**src/rtl/nibble_add_pkg.sv**
```systemverilog
// Shared types and constants for the nibble-serial adder and its CLA slice.
package nibble_add_pkg;

  // Width of one processing slice.
  localparam int NIB_W = 4;

  // Sequencer states.
  typedef enum logic [1:0] {
    IDLE = 2'd0,
    RUN  = 2'd1,
    DONE = 2'd2
  } state_t;

  // Number of nibbles needed to cover an operand of the given width.
  function automatic int calc_num_nib(input int width);
    return width / NIB_W;
  endfunction

endpackage

```
**src/rtl/cla4_slice.sv**
```systemverilog
// Purely combinational 4-bit carry-look-ahead adder slice.
module cla4_slice
  import nibble_add_pkg::*;
(
  input  logic [NIB_W-1:0] a,
  input  logic [NIB_W-1:0] b,
  input  logic             cin,
  output logic [NIB_W-1:0] s,
  output logic             cout
);

  logic [NIB_W-1:0] gen_s;
  logic [NIB_W-1:0] prop_s;
  logic [NIB_W:0]   carry_s;

  // Generate/propagate terms and flattened look-ahead carries.
  always_comb begin
    gen_s      = a & b;
    prop_s     = a ^ b;
    carry_s[0] = cin;
    carry_s[1] = gen_s[0] | (prop_s[0] & cin);
    carry_s[2] = gen_s[1] | (prop_s[1] & gen_s[0])
               | (prop_s[1] & prop_s[0] & cin);
    carry_s[3] = gen_s[2] | (prop_s[2] & gen_s[1])
               | (prop_s[2] & prop_s[1] & gen_s[0])
               | (prop_s[2] & prop_s[1] & prop_s[0] & cin);
    carry_s[4] = gen_s[3] | (prop_s[3] & gen_s[2])
               | (prop_s[3] & prop_s[2] & gen_s[1])
               | (prop_s[3] & prop_s[2] & prop_s[1] & gen_s[0])
               | (prop_s[3] & prop_s[2] & prop_s[1] & prop_s[0] & cin);
    s          = prop_s ^ carry_s[NIB_W-1:0];
    cout       = carry_s[NIB_W];
  end

endmodule

```
**src/rtl/nibble_serial_adder.sv**
```systemverilog
// Multi-cycle wide adder: one nibble per cycle, LSB first, through a single
// CLA slice, with the inter-nibble carry held in a register.
module nibble_serial_adder
  import nibble_add_pkg::*;
#(
  parameter int WIDTH = 16
) (
  input  logic             clk,
  input  logic             rst_n,
  input  logic             in_valid,
  output logic             in_ready,
  input  logic [WIDTH-1:0] in_a,
  input  logic [WIDTH-1:0] in_b,
  input  logic             in_cin,
  output logic             out_valid,
  input  logic             out_ready,
  output logic [WIDTH-1:0] out_sum,
  output logic             out_cout,
  output logic             busy
);

  localparam int NUM_NIB = calc_num_nib(WIDTH);
  localparam int IDX_W   = (NUM_NIB > 1) ? $clog2(NUM_NIB) : 1;
  localparam logic [IDX_W-1:0] LAST_IDX = IDX_W'(NUM_NIB - 1);

  // Reject widths that cannot be split into whole nibbles.
  if (((WIDTH % NIB_W) != 0) || (WIDTH < NIB_W)) begin : g_bad_width
    $error("nibble_serial_adder: WIDTH must be a multiple of 4 and at least 4");
  end

  state_t state_r;
  state_t state_next_s;
  logic   accept_s;
  logic   step_s;

  logic [IDX_W-1:0]                idx_r;
  logic                            carry_r;
  logic [NUM_NIB-1:0][NIB_W-1:0]   a_r;
  logic [NUM_NIB-1:0][NIB_W-1:0]   b_r;
  logic [NUM_NIB-1:0][NIB_W-1:0]   sum_r;

  logic                            in_ready_r;
  logic                            out_valid_r;
  logic                            busy_r;

  logic [NIB_W-1:0]                nib_a_s;
  logic [NIB_W-1:0]                nib_b_s;
  logic [NIB_W-1:0]                nib_sum_s;
  logic                            nib_cout_s;

  // Next-state decode and datapath enables for the sequencer.
  always_comb begin
    state_next_s = state_r;
    accept_s     = 1'b0;
    step_s       = 1'b0;
    case (state_r)
      IDLE: begin
        if (in_valid) begin
          accept_s     = 1'b1;
          state_next_s = RUN;
        end else begin
          state_next_s = IDLE;
        end
      end
      RUN: begin
        step_s = 1'b1;
        if (idx_r == LAST_IDX) begin
          state_next_s = DONE;
        end else begin
          state_next_s = RUN;
        end
      end
      DONE: begin
        if (out_ready) begin
          state_next_s = IDLE;
        end else begin
          state_next_s = DONE;
        end
      end
      default: begin
        state_next_s = IDLE;
      end
    endcase
  end

  // State register.
  always_ff @(posedge clk or negedge rst_n) begin
    if (!rst_n) begin
      state_r <= IDLE;
    end else begin
      state_r <= state_next_s;
    end
  end

  // Select the operand nibbles addressed by the current index.
  always_comb begin
    nib_a_s = a_r[idx_r];
    nib_b_s = b_r[idx_r];
  end

  cla4_slice u_slice (
    .a    (nib_a_s),
    .b    (nib_b_s),
    .cin  (carry_r),
    .s    (nib_sum_s),
    .cout (nib_cout_s)
  );

  // Operand capture at acceptance, then one nibble of sum and carry per RUN cycle.
  always_ff @(posedge clk or negedge rst_n) begin
    if (!rst_n) begin
      a_r     <= '0;
      b_r     <= '0;
      sum_r   <= '0;
      carry_r <= 1'b0;
      idx_r   <= '0;
    end else if (accept_s) begin
      a_r     <= in_a;
      b_r     <= in_b;
      carry_r <= in_cin;
      idx_r   <= '0;
    end else if (step_s) begin
      sum_r[idx_r] <= nib_sum_s;
      carry_r      <= nib_cout_s;
      if (idx_r != LAST_IDX) begin
        idx_r <= idx_r + IDX_W'(1);
      end else begin
        idx_r <= idx_r;
      end
    end
  end

  // Handshake and status flags registered from the next state so they
  // change on the same edge as the FSM.
  always_ff @(posedge clk or negedge rst_n) begin
    if (!rst_n) begin
      in_ready_r  <= 1'b0;
      out_valid_r <= 1'b0;
      busy_r      <= 1'b0;
    end else begin
      in_ready_r  <= (state_next_s == IDLE);
      out_valid_r <= (state_next_s == DONE);
      busy_r      <= (state_next_s != IDLE);
    end
  end

  assign in_ready  = in_ready_r;
  assign out_valid = out_valid_r;
  assign busy      = busy_r;
  assign out_sum   = sum_r;
  assign out_cout  = carry_r;

endmodule

```
**config.mk**
```make
export PLATFORM = sky130hd
export DESIGN_NAME = nibble_serial_adder
export DESIGN_NICKNAME = d
export VERILOG_FILES = /design/src/rtl/nibble_add_pkg.sv /design/src/rtl/cla4_slice.sv /design/src/rtl/nibble_serial_adder.sv
export SDC_FILE = /design/constraint.sdc
export NUM_CORES = 1
export LEC_CHECK = 0
export ABC_AREA = 1
export BUFFER_PORTS_ARGS = -buffer_cell sky130_fd_sc_hd__buf_2
export CAP_MARGIN = 20
export CORE_MARGIN = 8
export CORE_UTILIZATION = 56
export CTS_BUF_LIST = sky130_fd_sc_hd__clkbuf_4 sky130_fd_sc_hd__clkbuf_8
export DETAILED_ROUTE_END_ITERATION = 6
export GPL_TIMING_DRIVEN = 0
export PLACE_DENSITY = 0.8
export SYNTH_ARGS = -nofsm -noshare
export SYNTH_HDL_FRONTEND = slang
export SYNTH_SLANG_ARGS = --single-unit
```
**constraint.sdc**
```tcl
create_clock -name clk -period 2.5 [get_ports clk]
set_input_delay 0.25 -clock clk [delete_from_list [all_inputs] [get_ports clk]]
set_output_delay 0.25 -clock clk [all_outputs]
set_load 0.02 [all_outputs]
```
# [After elaboration in Yosys (flattened, before gate mapping)]
# Cells that the tools add are included.
[totals] ff_bits=56 latchBits=0 mem_bits_rw=0 mem_bits_ro=0 output_inout_bits=20 elab_cells=83 memories=0
[classes] add_sub_neg=1 n_mul=0 div_mod_pow=0 magnitude_cmp=2 eq_ne=5 n_shift=0 n_mux=19 bitwise_logic=30 reduce_logical=8
[op_table] cell="1-bit AND" count=16
[op_table] cell="4-bit binary-select mux with 2-bit select" count=2
[op_table] cell="16-bit bitwise mux" count=1
[op_table] cell="4-bit 2-to-1 mux" count=3
[op_table] cell="2-bit 2-to-1 mux" count=5
[op_table] cell="1-bit bitwise OR" count=10
[op_table] cell="4-bit demux with 2-bit select" count=1
[op_table] cell="4-bit XOR" count=2
[op_table] cell="2-bit equality test (second input constant)" count=3
[op_table] cell="1-bit 2-to-1 mux" count=6
[op_table] cell="2-bit one-hot mux with 3 select lines" count=1
[op_table] cell="2-bit nonzero test" count=3
[op_table] cell="4-bit AND" count=1
[op_table] cell="2-bit logical NOT" count=2
[op_table] cell="2-bit AND reduction" count=2
[op_table] cell="2-bit by 3-bit less-than comparator with 1-bit output (second input constant)" count=1
[op_table] cell="2-bit by 1-bit adder with 2-bit output (second input constant)" count=1
[op_table] cell="2-bit by 1-bit equality test with 1-bit output (second input constant)" count=1
[op_table] cell="2-bit by 1-bit >= comparator with 1-bit output (second input constant)" count=1
[op_table] cell="2-bit inequality test (second input constant)" count=1
[op_table] cell="1-bit logical AND" count=1
[op_table] cell="1-bit NOT" count=1

# [Logic depth before layout (Yosys ltp)]
[depth] ltp_word=10 ltp_mapped=13 depth_no_buf=11

# [By module]
# A second synthesis with hierarchy kept.
[hier_totals] cells_unflattened=316 area_unflattened_um2=2641.3
[by_module_without_submodules] mod="nibble_serial_adder" n_inst=1 cells_each=285 area_each_um2=2454.9
[by_module_without_submodules] mod="cla4_slice" n_inst=1 cells_each=31 area_each_um2=186.4

# [Worst setup path after synthesis]
# Ideal clock, no wire load.
[synth_path] kind="register -> register" startpoint="register idx_r[0]" endpoint="register sum_r, in the netlist out_sum[10]" setup_ns=0.118 t_arrival_ns=1.854 required_time_ns=2.382 path_slack_ns=0.528 stages_incl_launch_ff=11 n_path_buf=2 period_less_slack_ns=1.972 path_cell_list="dfrtp_1 buf_2 inv_2 buf_4 o21ai_0 o22ai_1 ha_1 or2_1 a21o_1 nand3_1 nand2_1"
[synth_between] elab_chain_len=8 elab_cells_between_ends=18 cone_classes="2 x order compare; 7 x mux; 8 x bitwise; 1 x reduce/logical"
[synth_lines] item="from (decl)" line="nibble_serial_adder.sv:36" rtl="logic [IDX_W-1:0] idx_r;"
[synth_lines] item="from (signal assigned)" line="nibble_serial_adder.sv:126" rtl="idx_r <= idx_r + IDX_W'(1);"
[synth_lines] item="from (signal assigned)" line="nibble_serial_adder.sv:128" rtl="idx_r <= idx_r;"
[synth_lines] item="4-bit binary-select mux with 2-bit select, on equally long branches" line="nibble_serial_adder.sv:97, nibble_serial_adder.sv:98"
[synth_lines] item="4-bit 2-to-1 mux, on equally long branches" line="nibble_serial_adder.sv:97, nibble_serial_adder.sv:98"
[synth_lines] item="4-bit XOR or 4-bit AND (tied branches)" line="cla4_slice.sv:19, cla4_slice.sv:18"
[synth_lines] item="1-bit AND, on equally long branches" line="cla4_slice.sv:22, cla4_slice.sv:23"
[synth_lines] item="1-bit bitwise OR or 1-bit AND (tied branches)" line="cla4_slice.sv:22, cla4_slice.sv:23"
[synth_lines] item="1-bit bitwise OR" line="cla4_slice.sv:23" rtl="| (prop_s[1] & prop_s[0] & cin);"
[synth_lines] item="4-bit XOR" line="cla4_slice.sv:31" rtl="s = prop_s ^ carry_s[NIB_W-1:0];"
[synth_lines] item="16-bit bitwise mux (*)" line="nibble_serial_adder.sv:123" rtl="sum_r[idx_r] <= nib_sum_s;"
[synth_lines] item="to (signal, indexed assignment)" line="nibble_serial_adder.sv:123"
[synth_lines] item="to (decl)" line="nibble_serial_adder.sv:40" rtl="logic [NUM_NIB-1:0][NIB_W-1:0] sum_r;"
# Every way passes the cells marked *; elsewhere a longest branch is shown, timed or not. The select of a mux whose other input is x is not followed.
# A chain may end at the register's enable or synchronous reset.

# [Worst setup path after layout]
[layout_path] startpoint="register idx_r[0]" endpoint="register sum_r, in the netlist out_sum[6]"
# The elaborated chain is that of the path after synthesis.

==> impl_metrics.py <==
metrics = {
    "worst_hold_path": {
        "min_from": "in_a[12]",
        "worstHoldPathCells": 3,
        "hold_path_class": "in -> reg",
        "min_to": "a_r[12]",
    },
    "grt": {
        "track_usage_pct": 17.66,
        "grt_max_degree": 41,
        "grt_pass1_vias": 2358,
        "grt_overflow_total": 0,
        "antenna_found_initial": 0,
        "grt_pass1_wl_mm": 10.39,
    },
    "synth": {
        "syn_inst": 316,
        "avgSynthCellArea_um2": 8.461,
        "yosys-top-cells-count": "nand2_1 (150), dfrtp_1 (56), nor2_1 (15), o21ai_0 (15), nand3_1 (12)",
        "synthTopCellsByArea": "dfrtp_1 (52%), nand2_1 (21%), ha_1 (3.7%)",
        "synth_edf_count": 0,
        "syn-num-nets": 362,
        "synth_ff_type": "dfrtp_1",
        "synth_seq_area_share_pct": 52.41,
        "ys_ff_latch": 56,
        "synth_cell_types": 29,
        "synth_area_leader_cell": "dfrtp_1",
        "synth_most_common_cell": "nand2_1",
        "yosys_warnings": 0,
        "synth_top_area_share_pct": 52.41,
        "synth-async-reset-ratio_pct": 100.0,
        "netlist_area_um2": 2674,
    },
    "floorplan": {
        "row_count": 25,
        "dieArea_um2": 7242,
        "die_x_um": 85.10,
        "die-height_um": 85.10,
        "core_area_um2": 4661,
        "start_util_pct": 57.37,
        "ios": 57,
    },
    "detailed_routing": {
        "drcViolationCount": 0,
        "wire_per_inst_um": 13.79,
        "initialDrtViolationCount": 108,
        "drt-total-wl_mm": 6.012,
        "firstDrtPassIters": 4,
        "vias": 2235,
        "drt.antenna.violating_nets": 0,
        "viasPerCell": 5.126,
    },
    "pwr": {
        "ir_drop_mv": 0.7485,
        "total_power_mw": 4.912,
        "power_density_nw_per_um2": 1549,
        "p_leak_nw": 1.788,
    },
    "place": {
        "pre_cts_slack_ns": 0.1864,
        "io_buffer_count": 56,
        "dpl.cell_count": 427,
        "dpl.hpwl_mm": 4.445,
        "routabilityCongestion": 0.7931,
    },
    "setup_path": {
        "max_stage_delay_ns": 0.40,
        "worstSetupPathType": "reg -> reg",
        "cpMaxStageDelayCell": "dfrtp_1",
        "crit_buf_inv": 3,
        "arrival_ns": 2.54,
        "crit_fanout": 11,
        "regToRegStartpoint": "idx_r[0]",
        "worstReg2RegEnd": "out_sum[6]",
        "r2r_cells": 10,
        "reg2reg_slack_ns": 0.17,
        "endpoint_kind": "register",
        "required_ns": 2.71,
        "crit_chain": "buf_2, inv_2, buf_6, o21ai_0, o22ai_1, ha_1, or2_1, a21o_1, nand3_1, nand2_1",
        "path_delay_family": "buffers and inverters",
        "startpoint_type": "register",
    },
    "timing": {
        "tightest_slew_ns": 0.4130,
        "max_freq_mhz": 428.5,
        "tns_ns": 0,
        "hold_ws_ns": 0.1213,
        "report.final.setup_viol": 0,
        "period_needed_ns": 2.334,
        "max-slew-margin-rel_pct": 72.46,
        "final_hold_viol_count": 0,
        "finalClockSkew_ns": 0.008460,
        "period_share_pct": 93.35,
        "setup_ws_ns": 0.1662,
        "rsz0062_at_grt": "false",
        "drv_slew": 0,
    },
    "clock_network": {
        "cts_tree": "done",
        "insertion_delay_ns": 0.31,
        "clockBufferDepth": 2,
        "cts.sinks": 56,
        "htree_levels": 2,
        "path_clk_slew_ns": 0.10,
        "cts-root-buf": "clkbuf_8",
        "numCtsBuffers": 5,
    },
    "run_status": {
        "status": "finished, final reports clean",
    },
    "final_layout": {
        "fin_nets": 427,
        "fin_cells": 436,
        "multi_input_area_um2": 1115,
        "diodes": 0,
        "layout-drive-gt1-share_pct": 25.65,
        "fillers": 392,
        "regArea_um2": 1401,
        "area_growth_pct": 18.62,
    },
    "run": {
        "drv_cap": 0,
    },
}
## worst max-delay path by stage
stage                     slack, ns      from  cells past startpoint           to
after floorplan                0.53  idx_r[0]                     10  out_sum[10]
after global placement         0.19  idx_r[0]                     12  out_sum[11]
after detailed placement       0.19  idx_r[0]                     10   out_sum[6]
after CTS                      0.15  idx_r[0]                     10   out_sum[6]
after global routing          0.005  idx_r[1]                     12   out_sum[7]
final                          0.17  idx_r[0]                     10   out_sum[6]
## worst register-to-register path, stage by stage (launching register included)
cell     delay [ns]
dfrtp_1        0.40
buf_2          0.23
inv_2          0.13
buf_6          0.17
o21ai_0        0.16
o22ai_1        0.11
ha_1           0.36
or2_1          0.26
a21o_1         0.25
nand3_1        0.09
nand2_1        0.06
## registers in the layout, indices dropped and copies added, names as in the netlist
| signal | cells |
|---|---|
| a_r | 16 |
| out_cout | 1 |
| out_valid | 1 |
| busy | 1 |
| idx_r | 2 |
| out_sum | 16 |
| in_ready | 1 |
| state_r | 2 |
| b_r | 16 |
## cell type report
class                      count  area share [%]
sequential                    56           44.18
multi-input combinational    230           35.15
timing repair buffer          58           9.783
buffer                        11           2.998
clock buffer                   6           2.406
inverter                      19           2.249
tap                           54           2.130
clock inverter                 2           1.105
## stage by stage
step | util, % | instance area [um^2]
global route | 68.05 | 3172
detailed placement | 65.26 | 3042
global placement | 64.83 | 3022
floorplan | - | 2674
CTS | 67.87 | 3163
finish | 68.05 | 3172
## logic make-up (layout without fill, tap and decap cells)
| family | count (synthesis) | count (layout) | synth area share (%) |
|---|---|---|---|
| XOR/XNOR | 1 | 1 | 0.3276 |
| AND/OR/NAND/NOR | 188 | 188 | 28.78 |
| adder cells (fa/ha/maj) | 9 | 9 | 4.492 |
| flip-flops | 56 | 56 | 52.41 |
| buffers and inverters | 30 | 96 | 6.083 |
| AO/OA/AOI/OAI | 32 | 32 | 7.909 |
## cells in the final DEF, fill, tap and decap left out
cell and count:
a21o_1 1, a21oi_1 3, a32oi_2 2, buf_12 2
buf_2 62, buf_6 4, bufinv_16 1, clkbuf_4 1
clkbuf_8 5, clkinv_2 1, dfrtp_1 56, dlygate4sd3_1 1
fa_1 1, ha_1 8, inv_1 10, inv_2 9
nand2_1 150, nand2_2 2, nand2_4 1, nand3_1 11
nand3_2 2, nand3b_1 2, nand4_1 1, nor2_1 15
nor2_2 1, nor2_4 2, o21ai_0 15, o21ai_1 2
o21ai_2 2, o21ai_4 1, o22ai_1 6, or2_1 1
xnor2_1 1
## metal layers
metal,part of all wire (%),vias up,global-route usage (%)
met3,5.0,10,4.633
met2,48,60,30.33
met5,0,-,0
met1,45,1041,20.71
li1,-,1124,-
met4,1.7,0,6.149
## power breakdown
group	switching (mW)	internal [mW]	total (mW)
Clock	0.289	0.309	0.598
Combinational	1.74	0.980	2.72
Sequential	0.255	1.34	1.60
## repair_timing
item	4_1_cts	5_1_grt
hold endpoints to repair	16	0
hold buffers	1	0
gates resized for setup	0	2
setup buffers	0	0
setup endpoints to repair	0	6
No activity file was read; power rests on OpenSTA's default activity.
